`src/rtl/reaction_measure.sv`:
```
// reaction_measure: reaction timer (binary + BCD ms) with false-start, too-slow and best-time tracking
// ports: clock/reset (sync, active-high); rising_edge_1khz ms strobe; current_state top-level state;
//        button debounced level; reaction_ms/reaction_bcd measured time; result_valid held result;
//        press_done end-of-measurement pulse; false_start/too_slow sticky flags; best_ms fastest valid time
`ifndef STATE_IDLE
`define STATE_IDLE 3'd0
`endif
`ifndef STATE_PREP
`define STATE_PREP 3'd1
`endif
`ifndef STATE_TEST
`define STATE_TEST 3'd2
`endif
module reaction_measure #(
  parameter int MAX_MS = 9999
) (
  input  logic        clock,
  input  logic        reset,
  input  logic        rising_edge_1khz,
  input  logic [2:0]  current_state,
  input  logic        button,
  output logic [13:0] reaction_ms,
  output logic [15:0] reaction_bcd,
  output logic        result_valid,
  output logic        press_done,
  output logic        false_start,
  output logic        too_slow,
  output logic [13:0] best_ms
);
  localparam logic [13:0] MAX = 14'(MAX_MS);
  typedef enum logic [1:0] {M_IDLE, M_RUN, M_HOLD} mstate_t;
  mstate_t state, state_nx;
  logic btn_q, pe, in_test, at_max, run_ok, start, fin_press, fin_slow, tick, go_idle, fs_set, c;
  logic [15:0] bcd_inc;
  assign pe      = button & ~btn_q;
  assign in_test = current_state == `STATE_TEST;
  assign at_max  = reaction_ms == MAX;
  always_ff @(posedge clock)
    if (reset) state <= M_IDLE;
    else state <= state_nx;
  always_comb begin
    state_nx = state;
    case (state)
      M_IDLE:  state_nx = (in_test && !false_start) ? M_RUN : M_IDLE;
      M_RUN:   state_nx = !in_test ? M_IDLE : (pe || at_max) ? M_HOLD : M_RUN;
      M_HOLD:  state_nx = (current_state == `STATE_IDLE) ? M_IDLE : M_HOLD;
      default: state_nx = M_IDLE;
    endcase
  end
  // a press beats both the ceiling and a coincident strobe
  always_comb begin
    run_ok    = state == M_RUN && in_test;
    start     = state == M_IDLE && in_test && !false_start;
    fin_press = run_ok && pe;
    fin_slow  = run_ok && !pe && at_max;
    tick      = run_ok && !pe && !at_max && rising_edge_1khz;
    go_idle   = state != M_RUN && current_state == `STATE_IDLE;
    fs_set    = state == M_IDLE && current_state == `STATE_PREP && pe;
  end
  always_comb begin
    c = 1'b1;
    bcd_inc = reaction_bcd;
    for (int i = 0; i < 4; i++) begin
      bcd_inc[4*i +: 4] = c ? (reaction_bcd[4*i +: 4] == 4'd9 ? 4'd0 : reaction_bcd[4*i +: 4] + 4'd1)
                            : reaction_bcd[4*i +: 4];
      c = c && reaction_bcd[4*i +: 4] == 4'd9;
    end
  end
  always_ff @(posedge clock)
    if (reset) begin
      btn_q        <= 1'b0;
      reaction_ms  <= '0;
      reaction_bcd <= '0;
      result_valid <= 1'b0;
      press_done   <= 1'b0;
      false_start  <= 1'b0;
      too_slow     <= 1'b0;
      best_ms      <= MAX;
    end else begin
      btn_q        <= button;
      press_done   <= fin_press | fin_slow;
      reaction_ms  <= start ? '0 : tick ? reaction_ms + 14'd1 : reaction_ms;
      reaction_bcd <= start ? '0 : tick ? bcd_inc : reaction_bcd;
      result_valid <= (start || go_idle) ? 1'b0 : (fin_press || fin_slow) ? 1'b1 : result_valid;
      too_slow     <= (start || go_idle) ? 1'b0 : fin_slow ? 1'b1 : too_slow;
      false_start  <= go_idle ? 1'b0 : fs_set ? 1'b1 : false_start;
      best_ms      <= (press_done && !too_slow && reaction_ms < best_ms) ? reaction_ms : best_ms;
    end
endmodule

```
`config.mk`:
```
export PLATFORM = sky130hd
export DESIGN_NAME = reaction_measure
export DESIGN_NICKNAME = d
export VERILOG_FILES = /design/src/rtl/reaction_measure.sv
export SDC_FILE = /design/constraint.sdc
export NUM_CORES = 1
export LEC_CHECK = 0
export CORE_MARGIN = 2
export CORE_UTILIZATION = 55
export DETAILED_ROUTE_END_ITERATION = 12
export PLACE_DENSITY = 0.85
export SLEW_MARGIN = 0
export SYNTH_ARGS = -nofsm -noshare
export SYNTH_HDL_FRONTEND = slang
export SYNTH_SLANG_ARGS = --single-unit
export TNS_END_PERCENT = 5
```
`constraint.sdc`:
```
create_clock -name clock -period 6.2 [get_ports clock]
set_input_delay 1.86 -clock clock [delete_from_list [all_inputs] [get_ports clock]]
set_output_delay 1.86 -clock clock [all_outputs]
set_load 0.02 [all_outputs]
```
==> impl_metrics.csv <==
group,metric,value,unit
run_status,status,"finished, final reports clean",
global_route,grt_pass1_vias,2294,
clocking,clk_latency,310,ps
clocking,numClockSinks,51,
route,ant_nets,0,
synth,synth_top_area_share,37.69,%
global_route,antenna_found_initial,0,
power,power.leakage,1.275,nW
clocking,cts_tree,"yes",
clocking,clk_pin_slew,90,ps
synth,synth_edf_count,0,
timing,setup_slack,2098,ps
clocking,cts-hold-fix-buffers,0,
clocking,cts_setup_buffers,0,
synth,synth_ff_type,"dfxtp_1",
place,io_buffers,54,
timing,fin_crit_sh,66.17,%
global_route,overflow,0,
setup_path,worstPathArrival,4360,ps
setup_path,crit_required,6460,ps
timing,clock_skew,9.021,ps
global_route,grt_max_degree,36,
timing,clock.fmax,243.8,MHz
timing,min_period,4102,ps
synth,synth.ff_latch_count,51,
timing,hold_viol_final,0,
setup_path,worst_path_max_delay_cell,"or4_4",
clocking,cts_resized,0,
setup_path,path_class,"input port to flip-flop",
synth,ys_warn_count,0,
setup_path,crit_path_start_kind,"input port",
setup_path,cp_max_fo,6,
timing,fin_setup_tns,0,ps
timing,tightest_slew,1034,ps
clocking,root_buffer,"clkbuf_8",
synth,syn_inst,318,
timing,setup_viol,0,
place,dp_slack,1796,ps
place,dp_hpwl,4317,um
setup_path,reg2regPathDepth,7,
timing,max_slew_margin,30.85,%
setup_path,cpPeakStageDelay,530,ps
route,drt-total-wl,5860,um
route,via_per_inst,5.642,
floorplan,coreArea,0.004723,mm^2
clocking,clockBufferDepth,2,
final_layout,nets,391,
synth,synth_nets,339,
setup_path,worstReg2RegEnd,"best_ms[12]$_SDFFE_PP0P_",
min_path,holdCritPathClass,"flip-flop to flip-flop",
job,drv_cap,0,
synth,synth_area,0.002709,mm^2
power,p_per_area,180.7,mW/mm^2
floorplan,dieHeight,74.18,um
floorplan,die_x,74.18,um
floorplan,rows,25,
global_route,grt_pass1_wl,10080,um
timing,drv_slew,0,
floorplan,io_pins,55,
setup_path,setup.worst_path.end_class,"flip-flop",
clocking,htreeDepth,2,
setup_path,crit_chain,"clkdlybuf4s50_1 > or3b_4 > or3_4 > or4_4 > or4_1 > nand2_1",
min_path,hold_start,"best_ms[7]$_SDFFE_PP0P_",
synth,synth.area.top_cells,"dfxtp_1 (38%), mux2i_1 (7.4%), ha_1 (6.5%), nor2_1 (5.7%), xor2_1 (4.8%)",
synth,synth_area_per_cell,8.518,um^2
synth,seq_area_frac_synth,37.69,%
floorplan,initial_core_util,57.35,%
global_route,track_usage,23.07,%
final_layout,final_layout_size_suffix_gt1_share,4.313,%
route,vias,2471,
route,wl_per_cell,13.38,um
route,drc,0,
floorplan,dieArea,0.005503,mm^2
clocking,cts_buffers,5,
synth,yosys.area.top_type,"dfxtp_1",
final_layout,layout_commonest_cell,"clkdlybuf4s50_1",
setup_path,r2r-start,"reaction_ms[11]$_SDFFE_PP0P_",
synth,async_flop_share,0,%
timing,rsz0062_at_grt,"false",
synth,synth_cell_types,46,
place,gp_congestion,0.8257,
route,first_iter_violations,80,
final_layout,antenna_cells,0,
setup_path,rrSetupSlack,3670,ps
final_layout,syn2layout_area_growth,27.11,%
power,vdd_drop_max,97.20,uV
min_path,min_path_cells,2,
min_path,holdPathEnd,"best_ms[7]$_SDFFE_PP0P_",
route,drt_first_pass_iters,4,
final_layout,final_cell_mix,"clkdlybuf4s50_1 (54), dfxtp_1 (51), nor2_1 (41)",
## synthesized netlist by cell type (4+ instances only)
master and count:
clkbuf_1 11, inv_1 20, nor3_1 7, nand4_1 14
nand3_1 9, nand2b_1 18, ha_1 14, nor2b_1 6
nor2_1 41, a21oi_1 13, nor4_1 6, and3_1 4
mux2i_1 20, nand2_1 20, xor2_1 15, dfxtp_1 51
o21ai_0 5
## through the flow
stage               instances  total power [mW]  cell area (um^2)  hold WS, ps  utilization (%)
floorplan                 318            0.3507              2709        472.9                -
global placement          430            0.3591              3311        454.8            70.09
detailed placement        430            0.3596              3311        477.2            70.09
CTS                       438            0.6255              3443        494.9            72.90
global route              438            0.6389              3443        504.5            72.90
finish                    438            0.6221              3443        491.1            72.90
## worst max-delay path by stage
stage / to / start / slack, ps
final: reaction_ms[12]$_SDFFE_PP0P_ / current_state[1] / 2100
after global routing: reaction_bcd[15]$_SDFFE_PP0P_ / rising_edge_1khz / 1980
after CTS: reaction_ms[12]$_SDFFE_PP0P_ / current_state[1] / 2120
after detailed placement: reaction_ms[12]$_SDFFE_PP0P_ / current_state[1] / 1800
after global placement: reaction_ms[12]$_SDFFE_PP0P_ / current_state[1] / 1850
after floorplan: reaction_ms[12]$_SDFFE_PP0P_ / current_state[0] / 2410
## worst max-delay path, delay by kind of cell
family	cells	cell delay, ps
buffers and inverters	1	520
AND/OR/NAND/NOR	5	1980
## logic make-up (layout without fill, tap and decap cells)
group	Yosys count	after routing	synth area share, %
DFF	51	51	37.69
adders and majority gates	14	14	6.467
buffers and inverters	31	84	4.296
muxes	20	20	7.390
xor gates and xnor gates	16	16	5.173
AOI/OAI and AO/OA	40	40	9.838
and+or+nand+nor	146	146	29.15
## flip-flops by register name, summed over array words and instances (netlist names)
signal        cells
reaction_bcd     16
best_ms          14
reaction_ms      14
state             2
btn_q             1
false_start       1
press_done        1
result_valid      1
too_slow          1
## final cells by class
cell class / instances / area, um^2
multi-input cells: 236 / 1575
flip-flops and latches: 51 / 1021
clock inverters: 2 / 60.06
fillers: 388 / 1280
repair buffers: 56 / 555.5
clock buffers: 6 / 72.57
well taps: 67 / 83.83
inverters: 20 / 75.07
## layer usage
layer | global-route usage [%] | part of all wire (%) | up-vias | routed length (um)
li1 | - | - | 1232 | -
met1 | 30.24 | 46 | 1166 | 2719
met2 | 38.79 | 47 | 68 | 2764
met3 | 4.472 | 5.4 | 5 | 319
met4 | 6.667 | 0.97 | 0 | 57
met5 | 0 | 0 | - | 0
## power breakdown
group          total [mW]  internal [mW]  switching [mW]  leakage, nW
registers           0.329          0.328        0.000637        0.411
logic              0.0233        0.00927          0.0141        0.798
clock network       0.270          0.161           0.109       0.0654
(Power assumes the default switching activity.)
